$ cat src/rtl/einstein_kbd_pkg.sv
// Shared types and scancode constants for the Einstein keyboard responder.
// Imported by the keymap table and the top-level matrix/FSM logic.
package einstein_kbd_pkg;

    localparam logic [7:0] SC_LSHIFT = 8'h12;
    localparam logic [7:0] SC_RSHIFT = 8'h59;
    localparam logic [7:0] SC_CTRL   = 8'h14;
    localparam logic [7:0] SC_ALT    = 8'h11;

    typedef enum logic [1:0] {
        IDLE,
        HELD,
        RETRIG
    } kbd_state_t;

    typedef struct packed {
        logic       hit;
        logic [2:0] row;
        logic [2:0] col;
    } keymap_t;

    function automatic keymap_t km(input int r, input int c);
        keymap_t e;
        e.hit = 1'b1;
        e.row = 3'(r);
        e.col = 3'(c);
        return e;
    endfunction

endpackage

$ cat src/rtl/einstein_keymap.sv
// PS/2 set-2 scancode to Einstein 8x8 matrix position.
// Modifiers are not listed here; the top decodes them separately.
import einstein_kbd_pkg::*;

module einstein_keymap (
    input  logic       ext,
    input  logic [7:0] code,
    output keymap_t    entry
);

    always_comb begin
        entry = '0;
        if (!ext) begin
            case (code)
                8'h16: entry = km(0, 0);
                8'h1E: entry = km(0, 1);
                8'h26: entry = km(0, 2);
                8'h25: entry = km(0, 3);
                8'h2E: entry = km(0, 4);
                8'h36: entry = km(0, 5);
                8'h3D: entry = km(0, 6);
                8'h5A: entry = km(0, 7);
                8'h1C: entry = km(1, 0);
                8'h1B: entry = km(1, 1);
                8'h23: entry = km(1, 2);
                8'h2B: entry = km(1, 3);
                8'h34: entry = km(1, 4);
                8'h33: entry = km(1, 5);
                8'h3B: entry = km(1, 6);
                8'h42: entry = km(1, 7);
                8'h15: entry = km(2, 0);
                8'h1D: entry = km(2, 1);
                8'h24: entry = km(2, 2);
                8'h2D: entry = km(2, 3);
                8'h2C: entry = km(2, 4);
                8'h35: entry = km(2, 5);
                8'h3C: entry = km(2, 6);
                8'h43: entry = km(2, 7);
                8'h44: entry = km(3, 0);
                8'h4D: entry = km(3, 1);
                8'h4B: entry = km(3, 2);
                8'h4C: entry = km(3, 3);
                8'h52: entry = km(3, 4);
                8'h54: entry = km(3, 5);
                8'h5B: entry = km(3, 6);
                8'h5D: entry = km(3, 7);
                8'h3E: entry = km(4, 0);
                8'h46: entry = km(4, 1);
                8'h45: entry = km(4, 2);
                8'h4E: entry = km(4, 3);
                8'h55: entry = km(4, 4);
                8'h66: entry = km(4, 5);
                8'h0D: entry = km(4, 6);
                8'h76: entry = km(4, 7);
                8'h1A: entry = km(5, 0);
                8'h22: entry = km(5, 1);
                8'h21: entry = km(5, 2);
                8'h2A: entry = km(5, 3);
                8'h31: entry = km(5, 4);
                8'h3A: entry = km(5, 5);
                8'h41: entry = km(5, 6);
                8'h49: entry = km(5, 7);
                8'h4A: entry = km(6, 0);
                8'h61: entry = km(6, 1);
                8'h32: entry = km(6, 2);
                8'h29: entry = km(6, 3);
                8'h58: entry = km(6, 4);
                8'h0E: entry = km(6, 5);
                8'h05: entry = km(6, 6);
                8'h06: entry = km(6, 7);
                8'h04: entry = km(7, 0);
                8'h0C: entry = km(7, 1);
                default: entry = '0;
            endcase
        end else begin
            case (code)
                8'h6B: entry = km(7, 2);
                8'h74: entry = km(7, 3);
                8'h72: entry = km(7, 4);
                8'h75: entry = km(7, 5);
                8'h6C: entry = km(7, 6);
                8'h71: entry = km(7, 7);
                default: entry = '0;
            endcase
        end
    end

endmodule

$ cat src/rtl/einstein_keyboard.sv
// Einstein keyboard responder: ps2_key events to the PSG-scanned 8x8
// matrix, modifier lines and the kb_down interrupt line.
import einstein_kbd_pkg::*;

module einstein_keyboard #(
    parameter int RETRIG_LOW = 64,
    parameter bit COL_REG    = 1'b1
) (
    input  logic        clk_sys,
    input  logic        reset_n,
    input  logic [10:0] ps2_key,
    input  logic        clear,
    input  logic [7:0]  kb_row,
    output logic [7:0]  kb_col,
    output logic        kb_shift,
    output logic        kb_ctrl,
    output logic        kb_graph,
    output logic        kb_down
);

    localparam int CW = $clog2(RETRIG_LOW + 1);
    localparam logic [CW-1:0] CNT_LOAD = CW'(RETRIG_LOW - 1);

    logic       armed;
    logic       tog_q;
    logic       ev_q;
    logic [9:0] key_q;

    // armed suppresses the phantom event a stale strobe would cause after reset
    always_ff @(posedge clk_sys or negedge reset_n) begin
        if (!reset_n) begin
            armed <= 1'b0;
            tog_q <= 1'b0;
            ev_q  <= 1'b0;
            key_q <= '0;
        end else begin
            armed <= 1'b1;
            tog_q <= ps2_key[10];
            ev_q  <= armed & (ps2_key[10] ^ tog_q) & ~clear;
            key_q <= ps2_key[9:0];
        end
    end

    logic       ev_make;
    logic       ev_ext;
    logic [7:0] ev_code;

    assign ev_make = key_q[9];
    assign ev_ext  = key_q[8];
    assign ev_code = key_q[7:0];

    keymap_t ent;

    einstein_keymap u_keymap (
        .ext   (ev_ext),
        .code  (ev_code),
        .entry (ent)
    );

    // {ralt, lalt, rctl, lctl, rshift, lshift}
    logic [5:0] mod_q;
    logic [5:0] mod_nxt;
    logic [5:0] mod_sel;
    logic       is_mod;

    always_comb begin
        mod_sel[0] = !ev_ext && ev_code == SC_LSHIFT;
        mod_sel[1] = !ev_ext && ev_code == SC_RSHIFT;
        mod_sel[2] = !ev_ext && ev_code == SC_CTRL;
        mod_sel[3] =  ev_ext && ev_code == SC_CTRL;
        mod_sel[4] = !ev_ext && ev_code == SC_ALT;
        mod_sel[5] =  ev_ext && ev_code == SC_ALT;
        is_mod     = |mod_sel;
    end

    always_comb begin
        mod_nxt = mod_q;
        if (ev_q) begin
            if (ev_make) mod_nxt = mod_q | mod_sel;
            else         mod_nxt = mod_q & ~mod_sel;
        end
        if (clear) mod_nxt = '0;
    end

    logic [7:0][7:0] matrix_q;
    logic [7:0][7:0] matrix_nxt;
    logic            new_press;
    logic            any;

    always_comb begin
        matrix_nxt = matrix_q;
        new_press  = 1'b0;
        if (ev_q && ent.hit && !is_mod) begin
            if (ev_make) begin
                new_press = !matrix_q[ent.row][ent.col];
                matrix_nxt[ent.row][ent.col] = 1'b1;
            end else begin
                matrix_nxt[ent.row][ent.col] = 1'b0;
            end
        end
        if (clear) begin
            matrix_nxt = '0;
            new_press  = 1'b0;
        end
        any = |matrix_nxt;
    end

    always_ff @(posedge clk_sys or negedge reset_n) begin
        if (!reset_n) begin
            matrix_q <= '0;
            mod_q    <= '0;
        end else begin
            matrix_q <= matrix_nxt;
            mod_q    <= mod_nxt;
        end
    end

    kbd_state_t    state_q;
    kbd_state_t    state_nxt;
    logic [CW-1:0] cnt_q;
    logic [CW-1:0] cnt_nxt;

    always_ff @(posedge clk_sys or negedge reset_n) begin
        if (!reset_n) begin
            state_q <= IDLE;
            cnt_q   <= '0;
        end else begin
            state_q <= state_nxt;
            cnt_q   <= cnt_nxt;
        end
    end

    always_comb begin
        state_nxt = state_q;
        cnt_nxt   = cnt_q;
        unique case (state_q)
            IDLE: begin
                if (new_press) state_nxt = HELD;
            end
            HELD: begin
                if (!any) begin
                    state_nxt = IDLE;
                end else if (new_press) begin
                    state_nxt = RETRIG;
                    cnt_nxt   = CNT_LOAD;
                end
            end
            RETRIG: begin
                if (new_press) begin
                    cnt_nxt = CNT_LOAD;
                end else if (cnt_q == '0) begin
                    state_nxt = any ? HELD : IDLE;
                end else begin
                    cnt_nxt = cnt_q - 1'b1;
                end
            end
            default: state_nxt = IDLE;
        endcase
        if (clear) begin
            state_nxt = IDLE;
            cnt_nxt   = '0;
        end
    end

    always_comb begin
        kb_down  = (state_q == HELD);
        kb_shift = ~(mod_q[0] | mod_q[1]);
        kb_ctrl  = ~(mod_q[2] | mod_q[3]);
        kb_graph = ~(mod_q[4] | mod_q[5]);
    end

    logic [7:0] col_hit;
    logic [7:0] col_comb;

    always_comb begin
        col_hit = '0;
        for (int r = 0; r < 8; r++) begin
            col_hit = col_hit | (matrix_q[r] & {8{~kb_row[r]}});
        end
        col_comb = ~col_hit;
    end

    generate
        if (COL_REG) begin : g_col_reg
            logic [7:0] col_q;
            always_ff @(posedge clk_sys or negedge reset_n) begin
                if (!reset_n) col_q <= 8'hFF;
                else          col_q <= col_comb;
            end
            assign kb_col = col_q;
        end else begin : g_col_comb
            assign kb_col = col_comb;
        end
    endgenerate

endmodule

$ cat config.mk
export PLATFORM = sky130hd
export DESIGN_NAME = einstein_keyboard
export DESIGN_NICKNAME = d
export VERILOG_FILES = /design/src/rtl/einstein_kbd_pkg.sv /design/src/rtl/einstein_keymap.sv /design/src/rtl/einstein_keyboard.sv
export SDC_FILE = /design/constraint.sdc
export NUM_CORES = 1
export LEC_CHECK = 0
export BUFFER_PORTS_ARGS = -buffer_cell sky130_fd_sc_hd__buf_2
export CORE_ASPECT_RATIO = 1.2
export CORE_MARGIN = 2
export CORE_UTILIZATION = 63
export DETAILED_ROUTE_END_ITERATION = 8
export PLACE_DENSITY = 0.78
export SYNTH_ARGS = -nofsm -noshare
export SYNTH_HDL_FRONTEND = slang
export SYNTH_SLANG_ARGS = --single-unit
$ cat constraint.sdc
create_clock -name clk_sys -period 5.8 [get_ports clk_sys]
set_input_delay 1.16 -clock clk_sys [delete_from_list [all_inputs] [get_ports clk_sys]]
set_output_delay 1.16 -clock clk_sys [all_outputs]
set_load 0.005 [all_outputs]
# Word-level counts from Yosys, hierarchy flattened
# Memory sizes are Yosys's and may differ from the RTL's.
# Cells that the tools add are included.
word_totals:
  regBits: 100
  memories: 1
  output_inout_bits: 12
  mem_bits_ro: 896
  in_bits: 22
op_classes:
  n_bitwise: 40
  n_reduce_logical: 21
  magnitude_cmp: 4
  mux: 34
  eq_ne: 19
  n_addsub: 1
mem_list:
  columns: ["name", "depth", "width", "read_ports", "rd_clocked_by_memory_dff", "write_ports", "line_no", "rtl"]
  rows:
  - ["(no name shown)", 128, 7, 1, 0, 0, "einstein_keymap.sv:14", "case (code)"]
op_table:
  columns: ["op", "n"]
  rows:
  - ["64-bit two-way mux", 3]
  - ["64-bit AND", 1]
  - ["8-bit AND", 8]
  - ["64-bit inverter", 1]
  - ["64-bit OR", 1]
  - ["64-bit OR reduction", 1]
  - ["8-bit by 7-bit equality test with 1-bit output, second input constant", 7]
  - ["8-bit OR", 7]
  - ["7-bit two-way mux", 7]
  - ["7-bit case mux with 6 select lines", 1]
  - ["8-bit binary-select mux with 3-bit select", 1]
  - ["8-bit demux with 3-bit select", 1]
  - ["8-bit by 5-bit equality test with 1-bit output, second input constant", 3]
  - ["6-bit two-way mux", 3]
  - ["8-bit two-way mux", 2]
  - ["7-bit case mux with 2 select lines", 1]
  - ["2-bit two-way mux", 6]
  - ["1-bit inverter", 12]
  - ["1-bit logical AND", 10]
  - ["3-bit != test, second input constant", 3]
  - ["3-bit by 4-bit < comparator with 1-bit output, second input constant", 2]
  - ["4-bit != test, second input constant", 2]
  - ["8-bit inverter", 1]
  - ["4-bit AND reduction", 2]
  - ["other kinds (21)", 33]

# Longest topological paths before layout
depth:
  word_depth: 20
  mapped_depth: 19

# Cells and area by module
# A second synthesis with hierarchy kept.
unflattened:
  hier_cells: 881
  area_unflattened_um2: 7458.4
by_module_without_submodules:
  columns: ["module", "seq_area_each_um2", "cells_each", "area_each_um2", "n_inst"]
  rows:
  - ["einstein_keyboard", 2512.4, 692, 6226.0, 1]
  - ["einstein_keymap", 0.0, 189, 1232.4, 1]

# Least setup slack after synthesis
# Ideal clock, no wire load.
synth_timing:
  path_kind: "reg2reg"
  startpoint: "register key_q[1]"
  endpoint: "register state_q[0]"
  slack_ns: 1.477
  arrival_ns: 4.199
  required_time_ns: 5.676
  path_stages_with_launch: 18
  path_cell_list: "dfrtp_1 clkbuf_1 inv_1 ha_1 and2_1 or3_1 a21oi_1 a21o_1 clkbuf_1 buf_2 nand4_1 o31ai_1 o2111ai_1 a2111oi_2 a41oi_1 a2111oi_0 a311o_1 mux2i_1"
synth_between:
  elab_chain_len: 20
synth_lines:
  columns: ["element", "line_no", "rtl"]
  rows:
  - ["start: declaration", "einstein_keyboard.sv:27", "logic [9:0] key_q;"]
  - ["start signal: assignment", "einstein_keyboard.sv:40", "key_q <= ps2_key[9:0];"]
  - ["memory 128 x 7 bit or 8-bit by 7-bit equality test with 1-bit output (tied branches)", null, null]
  - ["7-bit two-way mux or 7-bit case mux with 6 select lines (tied branches)", "einstein_keymap.sv:14, einstein_keymap.sv:76", null]
  - ["7-bit two-way mux", "einstein_keymap.sv:13", "if (!ext) begin"]
  - ["3-bit by 4-bit < comparator with 1-bit output (not written as such) or 3-bit by 1-bit >= comparator with 1-bit output (tied branches)", "einstein_keyboard.sv:96, einstein_keyboard.sv:98", null]
  - ["1-bit logical AND (not written as such)", "einstein_keyboard.sv:96, einstein_keyboard.sv:98", null]
  - ["1-bit two-way mux (not written as such)", "einstein_keyboard.sv:96, einstein_keyboard.sv:98", null]
  - ["1-bit demux with 3-bit select", "einstein_keyboard.sv:96, einstein_keyboard.sv:98", null]
  - ["8-bit two-way mux (not written as such)", "einstein_keyboard.sv:96, einstein_keyboard.sv:98", null]
  - ["[... 4 more ...]", null, null]
  - ["64-bit two-way mux", "einstein_keyboard.sv:93", "if (ev_q && ent.hit && !is_mod) begin"]
  - ["64-bit two-way mux", "einstein_keyboard.sv:101", "if (clear) begin"]
  - ["64-bit OR reduction", "einstein_keyboard.sv:105", "any = |matrix_nxt;"]
  - ["1-bit two-way mux", "einstein_keyboard.sv:152", "state_nxt = any ? HELD : IDLE;"]
  - ["2-bit two-way mux", "einstein_keyboard.sv:151", "end else if (cnt_q == '0) begin"]
  - ["2-bit two-way mux", "einstein_keyboard.sv:149", "if (new_press) begin"]
  - ["2-bit case mux with 3 select lines", "einstein_keyboard.sv:136", "unique case (state_q)"]
  - ["2-bit two-way mux", "einstein_keyboard.sv:159", "if (clear) begin"]
  - ["end signal: assignment", "einstein_keyboard.sv:128", "state_q <= state_nxt;"]
  - ["end: declaration", "einstein_keyboard.sv:118", "kbd_state_t state_q;"]
# Several ways; a longest one is shown, not always the timed one. The select of a mux whose other input is x is not followed.
# A chain may end at the register's enable or synchronous reset.

# Final worst setup path
# Same ends and word-level chain as after synthesis.

==> impl_metrics.csv <==
group,metric,value,unit
sta,min_period,5810,ps
synth,avgSynthCellArea,7.99,um^2
sta,fmax,0.172,GHz
critical_path,startpoint_type,"flip-flop",
sta,skew,9.93,ps
sta,slew_headroom,18.6,%
critical_path,worstPathCellList,"inv_1, ha_1, mux2i_1, o41ai_1, a21oi_1, a2111o_1, buf_4, nor4_2, nand2_1, a2111oi_1, a41oi_1, a2111oi_0, a311o_1, mux2i_1",
synth,synthArstFlopShare,100,%
sta,fin_crit_sh,100,%
critical_path,worstPathArrival,6060,ps
cells_and_area,n_antenna_cell,0,
grt,overflow,0,
sta,final_max_slew_viol_count,0,
critical_path,critical-path-slowest-cell,"a2111oi_1",
cts,postCtsSetupBuffers,0,
synth,synth_edf_count,0,
drt,drt-initial-drc-count,1610,
sta,tns,-10.5,ps
cts,clk_path_buf_depth,2,
power,powerDensity,196,nW/um^2
synth,ys.warnings.count,0,
sta,setup_ws,-10.5,ps
cts,cts_tree,"yes",
cts,postCtsHoldBufs,0,
cts,root_buffer,"clkbuf_16",
drt,detail_route.wirelength,32300,um
power,finalPower,0.00164,W
cells_and_area,nFillCells,965,
floorplan,die_y,124,um
cts,worstSkewPairLatency,360,ps
run_status,failed_checks,"DRC, setup timing",
grt,grt_pass1_vias,8538,
drt,drc,3,
floorplan,rows,44,
synth,yosysUniqueCellTypes,77,
drt,dr_total_vias,8933,
place,io_buffers,33,
drt,dr.pass1.iters,9,
critical_path,cp_common_cell,"mux2i_1",
critical_path,critPathCaptureType,"flip-flop",
power,max-vdd-ir-drop,180,uV
cells_and_area,nNetsFinal,1013,
drt,vias_per_cell,7.79,
run_status,status,"finished, violations left",
job,max_cap_violations,0,
critical_path,crit_family,"compound AO/OA/AOI/OAI gates",
synth,synth_seq_cells,100,
drt,final_antenna_net_count,0,
grt,grt_max_degree,55,
critical_path,worstPathMaxFanout,13,
floorplan,die_w,104,um
critical_path,worstPathRequired,6050,ps
power,p_leak,3.33,nW
worst_hold_path,worstHoldPathType,"reg -> reg",
cts,cts.clk_slew.worst_paths,70,ps
critical_path,worst_path_largest_cell_delay,680,ps
synth,synthesis.area,7620,um^2
floorplan,io_pins,34,
grt,grt_usage,50.0,%
drt,wl_per_cell,28.2,um
floorplan,coreArea,11900,um^2
place,routabilityCongestion,1.22,
cts,cts-resized-gates,0,
floorplan,start_util,63.8,%
critical_path,cp_num_buf_inv,2,
cts,htree_levels,3,
synth,ys_seq_area_share,33.0,%
synth,syn_nets,987,
sta,setup_viol_count_final,1,
cts,cts_buffers,9,
sta,worst_pin_slew,1220,ps
cells_and_area,final_core_util,70.1,%
cells_and_area,final_cells,1146,
grt,antenna_found_initial,0,
synth,synth_cells,954,
cells_and_area,drive_gt1_share,13.8,%
place,dpl.cell_count,1130,
synth,synth_ff_type,"dfrtp_1",
grt,grt_pass1_wl,49400,um
sta,rsz0062_at_grt,"false",
cts,cts_sinks,100,
critical_path,crit_type,"reg -> reg",
sta,hold_viol,0,
cells_and_area,area_delta_synth_final,9.87,%
floorplan,die-area,13000,um^2
place,place_hpwl,23000,um
## power by group
group	internal, W	leakage, nW	switching, W
Sequential	0.000706	1.33	0.0000215
Clock	0.000297	0.138	0.000295
Combinational	0.0000872	1.86	0.000237
Total	0.00109	3.33	0.000553
## cell families (layout without fill, tap and decap cells)
family / count (synthesis) / in the layout / share of synthesized area, %
AOI/OAI and AO/OA: 309 / 309 / 28.3
muxes: 48 / 48 / 6.55
and+or+nand+nor: 336 / 336 / 22.4
adders and majority gates: 11 / 11 / 1.81
buffers and inverters: 146 / 177 / 7.59
xor gates and xnor gates: 3 / 3 / 0.345
DFF: 100 / 100 / 33.0
other: 1 / 1 / 0.0492
## placed cells by master (no fill, tap or decap), types with 16 or more instances in the layout
cell / Yosys / layout
o21ai_0: 36 / 36
a31oi_1: 16 / 16
nor3_1: 24 / 24
a21oi_1: 76 / 76
o22ai_1: 37 / 37
buf_4: 2 / 48
mux2i_1: 42 / 42
dfrtp_1: 92 / 90
nand3_1: 55 / 55
nor2_1: 83 / 82
inv_1: 81 / 81
buf_2: 16 / 32
nand2_1: 69 / 69
## cell usage after synthesis, types with 5 or more instances
cell type	n	area (um^2)
o22ai_1	37	231
a22oi_1	9	67.6
nand3b_1	5	37.5
mux2_2	5	56.3
nand3_1	55	275
ha_1	11	138
clkbuf_1	38	143
o211ai_1	15	113
o21a_1	6	45.0
o31ai_1	12	90.1
o221ai_1	5	43.8
nand2_1	69	259
a21oi_1	76	380
dfrtp_1	92	2300
a31oi_1	16	100
nor2_1	83	312
mux2i_1	42	420
buf_1	7	26.3
buf_2	16	80.1
a21o_1	6	45.0
or3_1	11	68.8
and2_1	7	43.8
a32oi_1	7	61.3
and3_1	5	31.3
a311oi_1	7	61.3
nor4_2	6	75.1
o21ai_0	36	180
a41oi_1	6	52.6
inv_1	81	304
a211oi_1	8	60.1
nand4_1	14	87.6
o2111ai_1	6	52.6
nor2b_1	12	75.1
nor4_1	15	93.8
dfstp_2	8	210
nor3_1	24	120
nand2b_1	15	93.8
## through the flow
step	setup slack [ps]	area, um^2	hold slack (ps)
final	-10.5	8370	500
after global placement	246	8080	466
after floorplan	1480	7620	459
after global routing	10.3	8370	536
after CTS	275	8360	499
after detailed placement	328	8080	484
## flip-flops by register name, indices dropped and copies added (netlist names)
register / count
armed: 1
tog_q: 1
matrix_q: 64
mod_q: 6
cnt_q: 7
key_q: 10
ev_q: 1
kb_col: 8
state_q: 2
## worst reg2reg max path: stages, from the launching register on
cell,delay [ps]
dfrtp_1,540
inv_1,200
ha_1,310
mux2i_1,200
o41ai_1,550
a21oi_1,280
a2111o_1,570
buf_4,280
nor4_2,660
nand2_1,270
a2111oi_1,680
a41oi_1,200
a2111oi_0,620
a311o_1,270
mux2i_1,70
## layer usage
metal | part of all wire (%) | wire [um] | track usage, %
met1 | 33 | 10600 | 59.5
met2 | 40 | 13100 | 72.8
met3 | 15 | 4950 | 17.7
met4 | 11 | 3660 | 39.7
met5 | 0 | 0 | 0
## cell type report
type / instances / area (um^2) / area share (%)
multi-input combinational: 708 / 4550 / 54.3
sequential: 100 / 2510 / 30.0
timing repair buffer: 80 / 520 / 6.22
inverter: 81 / 304 / 3.63
clock buffer: 9 / 225 / 2.69
tap: 161 / 201 / 2.41
clock inverter: 7 / 58.8 / 0.702
## path summary, 6_finish.rpt
| kind | slack [ps] | start | depth (start not counted) | end |
|---|---|---|---|---|
| max | -10 | key_q[1] | 14 | state_q[0] |
| min reg2reg | 500 | armed | 1 | ev_q |
| min in group asynchronous | 830 | reset_n | 1 | cnt_q[2] |
| max in group asynchronous | 3820 | reset_n | 2 | matrix_q[10] |
| min | 500 | armed | 1 | ev_q |
| max reg2reg | -10 | key_q[1] | 14 | state_q[0] |
(Power assumes the default switching activity.)
